$ cat config.mk
export PLATFORM = sky130hd
export DESIGN_NAME = y86_io_ctrl
export DESIGN_NICKNAME = d
export VERILOG_FILES = /design/src/rtl/y86_io_ctrl.sv
export SDC_FILE = /design/constraint.sdc
export NUM_CORES = 1
export LEC_CHECK = 0
export BUFFER_PORTS_ARGS = -buffer_cell sky130_fd_sc_hd__buf_2
export CAP_MARGIN = 5
export CELL_PAD_IN_SITES_DETAIL_PLACEMENT = 1
export CELL_PAD_IN_SITES_GLOBAL_PLACEMENT = 1
export CORE_ASPECT_RATIO = 0.9
export CORE_MARGIN = 3
export CORE_UTILIZATION = 30
export DETAILED_ROUTE_END_ITERATION = 16
export GPL_TIMING_DRIVEN = 0
export PLACE_DENSITY_LB_ADDON = 0.1
export SLEW_MARGIN = 20
export SYNTH_ARGS = -nofsm -noshare
export SYNTH_HDL_FRONTEND = slang
export SYNTH_SLANG_ARGS = --single-unit
$ cat constraint.sdc
create_clock -name mclk -period 2.13 [get_ports mclk]
set_clock_uncertainty 0.1 [all_clocks]
set_input_delay 0.213 -clock mclk [delete_from_list [all_inputs] [get_ports mclk]]
set_output_delay 0.213 -clock mclk [all_outputs]
set_load 0.03 [all_outputs]
$ cat src/rtl/y86_io_ctrl.sv
// Keyboard read/clear sequencer feeding an RX FIFO, plus a TTY writer that arbitrates
// CPU transmit against keyboard echo round-robin, with screen clear at top priority.
module y86_io_ctrl #(
  parameter  int RX_DEPTH = 4,
  parameter  int CW       = 7,
  localparam int PW       = $clog2(RX_DEPTH),
  localparam int NW       = PW + 1
) (
  input  logic          mclk,
  input  logic          reset,
  input  logic          KB_status,
  input  logic [CW-1:0] KB_data,
  output logic          KB_read_en,
  output logic          KB_clear,
  input  logic          TTY_ready,
  output logic [CW-1:0] TTY_data,
  output logic          TTY_en,
  output logic          TTY_clear,
  input  logic          echo_en,
  output logic          cpu_rx_valid,
  output logic [CW-1:0] cpu_rx_data,
  input  logic          cpu_rx_pop,
  input  logic          cpu_tx_valid,
  input  logic [CW-1:0] cpu_tx_data,
  output logic          cpu_tx_ready,
  input  logic          cpu_clr_req,
  output logic [NW-1:0] rx_count
);
  typedef enum logic [1:0] {KB_IDLE, KB_READ, KB_CAPT, KB_CLR} kb_state_e;
  typedef enum logic [1:0] {T_IDLE, T_WRITE, T_CLEAR, T_GUARD} tty_state_e;
  localparam logic SRC_HOLD = 1'b0;
  localparam logic SRC_ECHO = 1'b1;

  kb_state_e     kb_state_q, kb_state_d;
  tty_state_e    tty_state_q, tty_state_d;
  logic [CW-1:0] rx_mem [RX_DEPTH];
  logic [PW-1:0] wr_ptr_q, wr_ptr_d, rd_ptr_q, rd_ptr_d;
  logic [NW-1:0] count_q, count_d;
  logic          hold_full_q, hold_full_d, echo_full_q, echo_full_d;
  logic [CW-1:0] hold_data_q, hold_data_d, echo_data_q, echo_data_d;
  logic [CW-1:0] tty_data_q, tty_data_d;
  logic          tx_ready_q, tx_ready_d, clr_pend_q, clr_pend_d;
  logic          last_q, last_d, sel_q, sel_d;
  logic          rx_full, push, pop, grant_src, tty_start;

  assign rx_full   = (count_q == NW'(RX_DEPTH));
  assign push      = (kb_state_q == KB_CAPT);
  assign pop       = cpu_rx_pop && (count_q != '0);
  assign tty_start = (tty_state_q == T_IDLE) && (tty_state_d == T_WRITE);

  // Tie goes to whichever source was not granted last; reset leaves last=echo.
  always_comb begin
    if (hold_full_q && echo_full_q) grant_src = ~last_q;
    else                            grant_src = echo_full_q ? SRC_ECHO : SRC_HOLD;
  end

  always_ff @(posedge mclk or negedge reset) begin
    if (!reset) begin
      kb_state_q  <= KB_IDLE;
      tty_state_q <= T_IDLE;
    end else begin
      kb_state_q  <= kb_state_d;
      tty_state_q <= tty_state_d;
    end
  end

  always_comb begin
    kb_state_d = kb_state_q;
    case (kb_state_q)
      KB_IDLE: if (KB_status && !rx_full && (!echo_en || !echo_full_q)) kb_state_d = KB_READ;
      KB_READ: kb_state_d = KB_CAPT;
      KB_CAPT: kb_state_d = KB_CLR;
      KB_CLR:  kb_state_d = KB_IDLE;
      default: kb_state_d = KB_IDLE;
    endcase
  end

  always_comb begin
    tty_state_d = tty_state_q;
    case (tty_state_q)
      T_IDLE: begin
        if (TTY_ready) begin
          if (clr_pend_q)                      tty_state_d = T_CLEAR;
          else if (hold_full_q || echo_full_q) tty_state_d = T_WRITE;
        end
      end
      T_WRITE: tty_state_d = T_IDLE;
      T_CLEAR: tty_state_d = T_GUARD;
      T_GUARD: tty_state_d = T_IDLE;
      default: tty_state_d = T_IDLE;
    endcase
  end

  always_comb begin
    KB_read_en = (kb_state_q == KB_READ);
    KB_clear   = (kb_state_q == KB_CLR);
    TTY_en     = (tty_state_q == T_WRITE);
    TTY_clear  = (tty_state_q == T_CLEAR);
  end

  always_comb begin
    wr_ptr_d    = push ? wr_ptr_q + PW'(1) : wr_ptr_q;
    rd_ptr_d    = pop  ? rd_ptr_q + PW'(1) : rd_ptr_q;
    count_d     = count_q;
    if (push && !pop)      count_d = count_q + NW'(1);
    else if (pop && !push) count_d = count_q - NW'(1);

    hold_full_d = hold_full_q;
    hold_data_d = hold_data_q;
    echo_full_d = echo_full_q;
    echo_data_d = echo_data_q;
    if (TTY_en && sel_q == SRC_HOLD) hold_full_d = 1'b0;
    if (TTY_en && sel_q == SRC_ECHO) echo_full_d = 1'b0;
    if (cpu_tx_valid && tx_ready_q) begin
      hold_full_d = 1'b1;
      hold_data_d = cpu_tx_data;
    end
    // A queued echo is never overwritten, even if echo_en toggled mid-read.
    if (push && echo_en && !echo_full_d) begin
      echo_full_d = 1'b1;
      echo_data_d = KB_data;
    end
    tx_ready_d  = ~hold_full_d;

    clr_pend_d  = (clr_pend_q && !TTY_clear) || cpu_clr_req;
    last_d      = TTY_en ? sel_q : last_q;
    sel_d       = tty_start ? grant_src : sel_q;
    tty_data_d  = tty_data_q;
    if (tty_start) tty_data_d = (grant_src == SRC_ECHO) ? echo_data_q : hold_data_q;
  end

  always_ff @(posedge mclk or negedge reset) begin
    if (!reset) begin
      wr_ptr_q    <= '0;
      rd_ptr_q    <= '0;
      count_q     <= '0;
      hold_full_q <= 1'b0;
      hold_data_q <= '0;
      echo_full_q <= 1'b0;
      echo_data_q <= '0;
      tx_ready_q  <= 1'b0;
      clr_pend_q  <= 1'b0;
      last_q      <= SRC_ECHO;
      sel_q       <= SRC_HOLD;
      tty_data_q  <= '0;
    end else begin
      wr_ptr_q    <= wr_ptr_d;
      rd_ptr_q    <= rd_ptr_d;
      count_q     <= count_d;
      hold_full_q <= hold_full_d;
      hold_data_q <= hold_data_d;
      echo_full_q <= echo_full_d;
      echo_data_q <= echo_data_d;
      tx_ready_q  <= tx_ready_d;
      clr_pend_q  <= clr_pend_d;
      last_q      <= last_d;
      sel_q       <= sel_d;
      tty_data_q  <= tty_data_d;
    end
  end

  always_ff @(posedge mclk) begin
    if (push) rx_mem[wr_ptr_q] <= KB_data;
  end

  assign cpu_rx_valid = (count_q != '0);
  assign cpu_rx_data  = cpu_rx_valid ? rx_mem[rd_ptr_q] : '0;
  assign rx_count     = count_q;
  assign TTY_data     = tty_data_q;
  assign cpu_tx_ready = tx_ready_q;
endmodule
==> run summary, run 1 <==
Status: complete, no violations
Netlist cell types: 30
Post-layout nets: 274
Setup slack at placement: -0.0486 ns
Peak VDD IR: 0.000563 V
Post-route ant nets: 0
RSZ-0062 raised after global routing: true
Slowest stage delay, CP: 0.40 ns
Final period utilization: 0.964
CP bufs+invs: 2
Initial Util: 0.318
Worst-path cell chain: or3_4, buf_6, nand2_4, ha_4, inv_2, fa_2, xor2_1, nor2_1, xor2_1
Util after Layout: 0.397
Row Count: 32
Final wirelength: 5270 microns
CP dominant cell by count: xor2_1
Avg Vias per Cell: 4.32
Gr usage total: 0.109
Top delay family on crit path: simple AND/OR/NAND/NOR gates
Core ar.: 0.00885 sq mm
Setup crit start kind: flip-flop
CP max-delay cell: dfrtp_2
Final Cell Area: 0.00352 sq mm
CTS Buf Count: 9
Relative slew slack: 0.418
GR Overflow Total: 0
Antenna violations before repair: 0
Final setup vio count: 0
Leak pwr: 1.49 nW
Number of remaining DRC errors: 0
Area delta synth->final: 25.2%
CTS tree: built
CP Data Required Time: 2.29 ns
Yosys reg bits: 66
Worst Path Max Fanout: 4
Die Wd: 108 microns
Hold path cells: 2
Worst hold slack: 0.0158 ns
Crit end category: flip-flop
# diodes: 0
First-pass GRT wire length: 8810 microns
Die Span Y: 97.8 microns
Root Driver: clkbuf_8
Worst Max-Slew Pin Slew: 0.874 ns
Max cap viols: 0
Min Tclk post-route: 2.05 ns
Area after DPL: 0.00321 sq mm
Pre-antenna DRT Iters: 4
Yosys warns: 0
Final Slew Violations: 0
Critical path class: reg -> reg
Tot Pwr: 5.41 mW
Cell area after synthesis: 0.00281 sq mm
Clock transition at path regs: 0.08 ns
First DRT Iteration DRCs: 17
Deepest clock path buffer count: 2
Htree depth: 3
Largest net degree at the start of global routing: 39
R2R cell count: 9
Post-Syn Nets: 208
Via Count: 1576
Worst-Skew Late Latency: 0.33 ns
Fillcell total: 923
Min-delay src: cpu_tx_data[0]
Share of cells above drive strength 1: 0.476
Cells after synthesis: 175
CP arrival: 2.22 ns
Die Footprint: 0.0106 sq mm
Final setup margin: 0.0762 ns
WHS Endpoint: hold_data_q[0]
Pwr Density: 1540 mW/mm^2
Sequential-to-total area share from yosys stat: 0.638
RR Endpoint: rx_count[2]
R2R setup slack: 0.08 ns
Class of the worst hold path: in -> reg
DP HPWL: 3720 microns
IO Count: 45
Vias in the first global route: 1668
Fmax: 487 MHz
Clock tree sinks: 66
Reg2reg start: rx_count[0]
Synthesized area per cell: 16.1 sq um
Port buffer count: 44
Hold Vio Cnt, Final: 0
Routability cong.: 0.685
Post-DR wirelength/cell: 14.4 microns
[cell families after synthesis]
kind of cell,after synthesis,share of synthesized area
AOI/OAI and AO/OA,9,0.0298
xor gates and xnor gates,6,0.0187
adders and majority gates,11,0.0516
buffers and inverters,12,0.0178
DFF,66,0.638
muxes,39,0.184
and+or+nand+nor,32,0.0601
[repair_timing]
item                                    in CTS  in global routing
buffers inserted                             1                  4
hold endpoints to repair                    46                  0
gates cloned                                 0                  0
pin swaps                                    1                  3
hold buffers                                 7                  0
endpoints found under the setup margin       9                  3
gates resized for setup                      1                  2
[cell type report]
| class | instances | area (sq um) | area share |
|---|---|---|---|
| repair buffers | 56 | 328 | 0.0932 |
| plain buffers | 4 | 32.5 | 0.00925 |
| inverters | 7 | 26.3 | 0.00747 |
| clock buffers | 9 | 124 | 0.0352 |
| multi-input cells | 97 | 995 | 0.283 |
| flip-flops and latches | 66 | 1800 | 0.510 |
| clock inverters | 7 | 67.6 | 0.0192 |
| well taps | 119 | 149 | 0.0423 |
[where the power goes]
group	leakage (nW)	internal, mW	switching [mW]
sequential	0.705	1.81	0.281
clock	0.0951	0.539	0.492
combinational	0.694	1.06	1.23
total	1.49	3.41	2.00
[sequential cells by signal, summed over array words and instances, names as in the netlist, 2 cells and up]
| register | cells |
|---|---|
| TTY_data | 7 |
| echo_data_q | 7 |
| hold_data_q | 7 |
| kb_state_q | 2 |
| rd_ptr_q | 2 |
| rx_count | 3 |
| rx_mem | 28 |
| tty_state_q | 2 |
| wr_ptr_q | 2 |
[per-layer routing]
layer,wire [microns],vias to the layer above,track usage
li1,-,757,-
met1,2570,779,0.148
met2,2450,36,0.166
met3,225,4,0.0324
met4,25,0,0.0408
met5,0,-,0
[cell usage in the layout, fill, tap and decap left out, types with 2 or more instances in the layout]
master	count
buf_2	46
dfrtp_1	35
mux2_2	31
edfxtp_1	28
and2_1	12
ha_1	9
clkbuf_8	9
nand2_1	8
mux4_2	7
dlygate4sd3_1	7
inv_1	6
buf_4	5
nor2_1	4
o21ai_0	3
xnor2_1	3
xor2_1	3
buf_6	2
inv_6	2
clkinv_1	2
dfrtp_2	2
[synth_stat cells]
library cell,instances,area share
ha_1,10,0.045
nor2b_1,1,0.0022
nand3b_1,1,0.0027
and2_1,12,0.027
o21bai_1,1,0.0027
nor2_1,4,0.0053
a21boi_4,1,0.0067
or2_2,1,0.0022
xnor2_1,3,0.0094
a21oi_1,1,0.0018
inv_1,7,0.0094
a21oi_4,1,0.0058
nor3b_1,1,0.0027
mux4_2,7,0.056
nand2_1,9,0.012
o21ai_0,3,0.0053
mux2_2,31,0.12
a21bo_2,1,0.0036
mux2i_1,1,0.0036
buf_2,4,0.0071
edfxtp_1,28,0.30
dfstp_2,1,0.0094
fa_1,1,0.0071
xor2_1,3,0.0094
or3_1,1,0.0022
dfrtp_1,37,0.33
o2111a_1,1,0.0040
nand3_1,1,0.0018
clkbuf_1,1,0.0013
nand2b_1,1,0.0022
[worst max-delay path by stage]
stage                              to        start  depth (start not counted)
final                     rx_count[2]  rx_count[0]                          9
after global placement    rx_count[2]  rx_count[0]                          9
after detailed placement  rx_count[2]  rx_count[0]                          9
after CTS                 rx_count[2]  rx_count[1]                          9
after floorplan           rx_count[2]  rx_count[0]                          9
after global routing      rx_count[2]  rx_count[0]                          9
[stage by stage]
stage,TNS (ns),instances
5_1_grt,-0.0535,365
2_1_floorplan,-0.0996,175
3_3_place_gp,-0.0453,338
4_1_cts,-0.00868,361
3_5_place_dp,-0.0531,338
6_report,0,365
Note: power is estimated with default switching activity, not from simulation.
==> run 2, diff against run 1 <==
--- a/config.mk
+++ b/config.mk
@@ -7,13 +7,14 @@
 export LEC_CHECK = 0
 export BUFFER_PORTS_ARGS = -buffer_cell sky130_fd_sc_hd__buf_2
 export CAP_MARGIN = 5
-export CELL_PAD_IN_SITES_DETAIL_PLACEMENT = 1
+export CELL_PAD_IN_SITES_DETAIL_PLACEMENT = 0
 export CELL_PAD_IN_SITES_GLOBAL_PLACEMENT = 1
 export CORE_ASPECT_RATIO = 0.9
 export CORE_MARGIN = 3
 export CORE_UTILIZATION = 30
 export DETAILED_ROUTE_END_ITERATION = 16
 export GPL_TIMING_DRIVEN = 0
+export HOLD_SLACK_MARGIN = 0.05
 export PLACE_DENSITY_LB_ADDON = 0.1
 export SLEW_MARGIN = 20
 export SYNTH_ARGS = -nofsm -noshare
==> run 2 against run 1 <==
Against the previous run:
- sequential share of layout area is 2.1 points lower
- hold slack gained 0.059 ns
- non-clock buffer count increased by 10
- global-route usage grew 0.10 points
- cell count rose by 2.7%
- wire length rose by 1.1%
- critical path type unchanged
- critical endpoint unchanged
==> run summary, run 2 (same netlist as run 1, synthesis figures left out) <==
Status: complete, no violations
Final period utilization: 0.952 (-0.0120)
Leak pwr: 1.56 nW (+4.7%)
Final wirelength: 5330 microns (+1.1%)
RSZ-0062 raised after global routing: true
Die Wd: 108 microns (unchanged)
Switching Share: 0.356 (-0.0138)
Final setup margin: 0.102 ns (+0.0255 ns)
Pre-antenna DRT Iters: 4 (unchanged)
Dpl cells: 338 (unchanged)
IO Count: 45 (unchanged)
Row Count: 32 (unchanged)
Area of the multi-input gates: 990 sq um (-0.50%)
Worst-Skew Late Latency: 0.34 ns (about the same)
Worst Max-Slew Pin Slew: 0.880 ns (+0.00685 ns)
CTS tree: built
Fillcell total: 844 (-8.6%)
CP arrival: 2.19 ns (-0.03 ns)
Root Driver: clkbuf_8
First DRT Iteration DRCs: 50 (+33)
Most frequent cells in the layout: buf_2 (46), dfrtp_1 (35), mux2_2 (31)
Commonest non-fill, non-tap cell in the layout: buf_2
Class of the worst hold path: in -> reg
CP dominant cell by count: xor2_1
Relative slew slack: 0.413 (-0.00457)
Switch Pwr: 2.03 mW (+1.3%)
Final std cells w/o fill: 375 (+2.7%)
CTS Buf Count: 9 (unchanged)
Gr usage total: 0.110 (+0.00103)
Initial Util: 0.318 (unchanged)
Sequential share of power: 0.366 (-0.020)
Fmax: 493 MHz (+1.3%)
Share of cells above drive strength 1: 0.461 (-0.0147)
Post-DR wirelength/cell: 14.2 microns (-1.6%)
Vias in the first global route: 1691 (+1.4%)
Die Span Y: 97.8 microns (unchanged)
Peak VDD IR: 0.000520 V (-7.5%)
Setup crit start: rx_count[1]
# diodes: 0 (unchanged)
Reg2reg start: rx_count[1]
First-pass GRT wire length: 8860 microns (+0.54%)
Max reg flops: 28 (unchanged)
Final Slew Violations: 0 (unchanged)
Antenna violations before repair: 0 (unchanged)
Routability cong.: 0.685 (unchanged)
Area delta synth->final: 30.6%
Via Count: 1625 (+3.1%)
Setup slack at placement: -0.0361 ns (+0.0124 ns)
Tot Pwr: 5.69 mW (+5.2%)
Clock transition at path regs: 0.07 ns (about the same)
Die Footprint: 0.0106 sq mm (unchanged)
Crit end category: flip-flop
Htree depth: 3 (unchanged)
Comb power frac: 0.405 (-0.019)
Deepest clock path buffer count: 2 (unchanged)
CP Data Required Time: 2.30 ns (about the same)
Clock tree sinks: 66 (unchanged)
Post-route ant nets: 0 (unchanged)
Pwr Density: 1550 mW/mm^2 (+0.79%)
Min Tclk post-route: 2.03 ns (-0.0255 ns)
Largest net degree at the start of global routing: 39 (unchanged)
Max cap viols: 0 (unchanged)
Post-layout nets: 284 (+3.6%)
Critical path class: reg -> reg
Final Cell Area: 0.00367 sq mm (+4.3%)
Port buffer count: 44 (unchanged)
FF+latch area: 0.00180 sq mm (unchanged)
Avg Vias per Cell: 4.33 (+0.36%)
Crit path to: rx_count[2]
Biggest register: rx_mem
Final setup vio count: 0 (unchanged)
Core ar.: 0.00885 sq mm (unchanged)
R2R setup slack: 0.10 ns (+0.03 ns)
Setup crit start kind: flip-flop
CP max-delay cell: dfrtp_2
R2R cell count: 9 (unchanged)
Worst Path Max Fanout: 4 (unchanged)
Number of remaining DRC errors: 0 (unchanged)
Int Power: 3.66 mW (+7.5%)
Hold Vio Cnt, Final: 0 (unchanged)
Area after DPL: 0.00321 sq mm (unchanged)
GR Overflow Total: 0 (unchanged)
DP HPWL: 3570 microns (-4.1%)
Clock power frac: 0.229 (+0.039)
Worst-path cell chain: or3_1, buf_6, nand2_4, ha_4, inv_2, fa_2, xor2_1, nor2_1, xor2_1
RR Endpoint: rx_count[2]
Slowest stage delay, CP: 0.40 ns (about the same)
-- run 2: what timing repair did --
item | in CTS | in global routing
endpoints found under the setup margin | 9 | 4
resized for setup | 1 | 1
hold buffers | 17 | 0
pin swaps | 0 | 4
setup buffers | 2 | 3
gates cloned | 0 | 0
hold endpoints to repair | 75 | 0
-- run 2: power by group through the flow --
stage          Sequential [mW]  Combinational (mW)  Clock, mW
6_report                  2.08                2.30       1.31
5_1_grt                   2.15                2.54       1.40
4_1_cts                   2.09                2.32       1.35
3_5_place_dp              2.10                2.27          0
3_3_place_gp              2.10                2.26          0
2_1_floorplan             2.23                1.56          0
-- run 2: area by class of cell --
cell class / instances / share of cell area
Timing Repair Buffer: 66 / 0.117
Inverter: 7 / 0.00716
Buffer: 4 / 0.00886
Clock buffer: 9 / 0.0338
Sequential cell: 66 / 0.489
Tap cell: 119 / 0.0406
Clock inverter: 7 / 0.0341
Multi-Input combinational cell: 97 / 0.270
-- run 2: worst min-delay path by stage --
stage          slack, ns           to       start  cells after the start
5_1_grt             0.06  rd_ptr_q[0]  cpu_rx_pop                      3
6_report            0.08  rd_ptr_q[0]  cpu_rx_pop                      3
3_3_place_gp        0.30  TTY_data[0]       reset                      1
4_1_cts             0.06  rd_ptr_q[0]  cpu_rx_pop                      3
2_1_floorplan      -0.18  TTY_data[0]       reset                      0
3_5_place_dp        0.29  TTY_data[0]       reset                      1
-- run 2: metal layers --
metal  up-vias  part of all wire  routed length [microns]  global-route usage
met5         -                 0                        0                   0
met2        35              0.44                     2350               0.158
met3        12             0.044                      235              0.0364
met1       802              0.50                     2670               0.157
li1        776                 -                        -                   -
met4         0             0.014                       72              0.0379
-- run 2: critical path: cells and delay by family (launching register included) --
family | cells | cell delay, ns
XOR/XNOR | 2 | 0.28
adder cells (fa/ha/maj) | 2 | 0.45
AND/OR/NAND/NOR | 3 | 0.56
flip-flops | 1 | 0.40
buffers and inverters | 2 | 0.17
-- run 2: metrics by stage --
stage          utilization  hold WS, ns  setup TNS, ns
6_report             0.415       0.0753              0
5_1_grt              0.415       0.0635       -0.00149
4_1_cts              0.412       0.0569              0
3_5_place_dp         0.363        0.289        -0.0361
3_3_place_gp         0.363        0.301        -0.0453
2_1_floorplan            -       -0.183        -0.0996
==> run 3, diff against run 2 <==
==> constraint.sdc (replaced) <==
create_clock -name mclk -period 2.2 [get_ports mclk]
set_clock_uncertainty 0.1 [all_clocks]
set_input_delay 0 -clock mclk [delete_from_list [all_inputs] [get_ports mclk]]
set_output_delay 0 -clock mclk [all_outputs]
set_load 0.03 [all_outputs]
==> run 3 against run 2 <==
Against the previous run:
- worst setup slack improved by 0.026 ns
- combinational power fell by 3%
- clock-buffer cell count did not move
- largest power group unchanged
- global-route usage rose by 0.056 points
- highest routed layer unchanged
- clock power fell by 4%
==> run summary, run 3 (same netlist as run 1, synthesis figures left out) <==
Status: complete, no violations
Highest routed layer: met4
Dpl cells: 338 (unchanged)
Final wirelength: 5330 microns (+0.11%)
Post-route ant nets: 0 (unchanged)
Crit end category: flip-flop
Die Footprint: 0.0106 sq mm (unchanged)
Die Span Y: 97.8 microns (unchanged)
Met3 WL post-DR: 242 microns (+3.0%)
Share of cells above drive strength 1: 0.452 (-0.00920)
Worst Max-Slew Pin Slew: 0.885 ns (+0.00474 ns)
Deepest clock path buffer count: 2 (unchanged)
Die Wd: 108 microns (unchanged)
Initial Util: 0.318 (unchanged)
Routability cong.: 0.685 (unchanged)
Final setup margin: 0.128 ns (+0.0260 ns)
Row Count: 32 (unchanged)
Area after DPL: 0.00321 sq mm (unchanged)
Class of the worst hold path: in -> reg
Htree depth: 3 (unchanged)
DP HPWL: 3570 microns (unchanged)
Vias in the first global route: 1714 (+1.4%)
Post-CTS sizing: 0 (-1)
Critical path class: reg -> reg
Routed met2 length: 2340 microns (-0.51%)
Most frequent cells in the layout: buf_2 (47), dfrtp_1 (35), mux2_2 (31)
Fillcell total: 844 (unchanged)
Util after Layout: 0.417 (+0.00226)
Slowest stage delay, CP: 0.43 ns (+0.03 ns)
Final setup vio count: 0 (unchanged)
Gr usage total: 0.111 (+0.000556)
R2R setup slack: 0.13 ns (+0.03 ns)
Avg Vias per Cell: 4.33 (-0.12%)
Biggest register: rx_mem
Root Driver: clkbuf_8
Largest net degree at the start of global routing: 39 (unchanged)
Worst Path Max Fanout: 4 (unchanged)
First-pass GRT wire length: 8940 microns (+0.94%)
CTS tree: built
Clock transition at path regs: 0.07 ns (about the same)
Via Count: 1636 (+0.68%)
# diodes: 0 (unchanged)
Final period utilization: 0.942 (-0.0103)
Post-DR wirelength/cell: 14.1 microns (-0.68%)
Final setup TNS: 0 ns (unchanged)
Relative slew slack: 0.410 (-0.00316)
CP dominant cell by count: xor2_1
RSZ-0062 raised after global routing: false
Number of remaining DRC errors: 0 (unchanged)
Setup crit start kind: flip-flop
Final Cell Area: 0.00369 sq mm (+0.55%)
CP max-delay cell: dfrtp_2
First DRT Iteration DRCs: 48 (-4.0%)
Clock tree sinks: 66 (unchanged)
Worst-path cell chain: or3_1, buf_6, nand2_4, ha_4, inv_2, fa_2, xor2_1, nor2_1, xor2_1
FF+latch area: 0.00180 sq mm (unchanged)
Max cap viols: 0 (unchanged)
Area delta synth->final: 31.3%
Wl on met1: 2680 microns (+0.37%)
Core ar.: 0.00885 sq mm (unchanged)
Top delay family on crit path: simple AND/OR/NAND/NOR gates
GR Overflow Total: 0 (unchanged)
Pre-antenna DRT Iters: 4 (unchanged)
CP arrival: 2.24 ns (+0.05 ns)
CTS Buf Count: 9 (unchanged)
Post-layout nets: 287 (+1.1%)
Antenna violations before repair: 0 (unchanged)
Max reg flops: 28 (unchanged)
Final Slew Violations: 0 (unchanged)
IO Count: 45 (unchanged)
CP Data Required Time: 2.37 ns (+0.07 ns)
Hold Vio Cnt, Final: 0 (unchanged)
CP bufs+invs: 2 (unchanged)
Fmax: 483 MHz (-2.1%)
Leak pwr: 1.57 nW (+0.38%)
Port buffer count: 44 (unchanged)
Setup slack at placement: 0.0339 ns (+0.0700 ns)
Final std cells w/o fill: 378 (+0.80%)
Area of the multi-input gates: 990 sq um (unchanged)
Pwr Density: 1490 mW/mm^2 (-4.0%)
Peak VDD IR: 0.000504 V (-3.2%)
Min Tclk post-route: 2.07 ns (+0.0440 ns)
Worst-Skew Late Latency: 0.34 ns (about the same)
Commonest non-fill, non-tap cell in the layout: buf_2
==> run 3: cell types whose count changed in the layout (fill, tap and decap cells not counted) <==
cell / delta
clkbuf_1: +1
buf_6: -1
buf_2: +1
buf_4: -1
dlygate4sd3_1: +3
==> run 3: final cells by class <==
class,instances,share of cell area
inverter,7,0.00712
multi-input combinational,97,0.268
tap,119,0.0404
sequential,66,0.487
timing repair buffer,68,0.122
buffer,5,0.00814
clock inverter,7,0.0339
clock buffer,9,0.0336
==> run 3: worst paths after layout <==
path                                   from  cells after the start            end
max in group asynchronous             reset                      2    rx_count[0]
worst max register to register  rx_count[0]                      9    rx_count[2]
worst min-delay path              KB_status                      4  kb_state_q[0]
worst max-delay path            rx_count[0]                      9    rx_count[2]
min in group asynchronous             reset                      2    TTY_data[0]
worst min register to register       last_q                      2         last_q
==> run 3: tightest hold or removal path, delay by kind of cell <==
kind | cells | cell delay, ns
muxes | 1 | 0.15
AOI/OAI and AO/OA | 2 | 0.30
buffers and inverters | 1 | 0.10
==> run 3: routing by layer <==
metal  global-route usage  vias to the layer above
met5                    0                        -
met4               0.0379                        0
met3               0.0364                       12
met2                0.159                       35
met1                0.159                      806
li1                     -                      783
==> run 3: power by group <==
group / leakage (nW) / internal, mW / switching, mW
combinational: 0.741 / 1.02 / 1.22
sequential: 0.705 / 1.75 / 0.242
clock: 0.124 / 0.764 / 0.499
total: 1.57 / 3.53 / 1.96
==> run 3: metrics by stage <==
step	hold slack (ns)	power, mW
final	0.145	5.49
after global routing	0.161	5.88
after global placement	0.0878	4.22
after CTS	0.132	5.55
after detailed placement	0.0759	4.23
after floorplan	-0.396	3.67
==> run 3: repair_timing <==
| action | CTS | global route |
|---|---|---|
| endpoints found under the hold margin | 86 | 0 |
| endpoints found under the setup margin | 0 | 1 |
| hold buffers | 20 | 0 |
| buffers inserted | 0 | 4 |
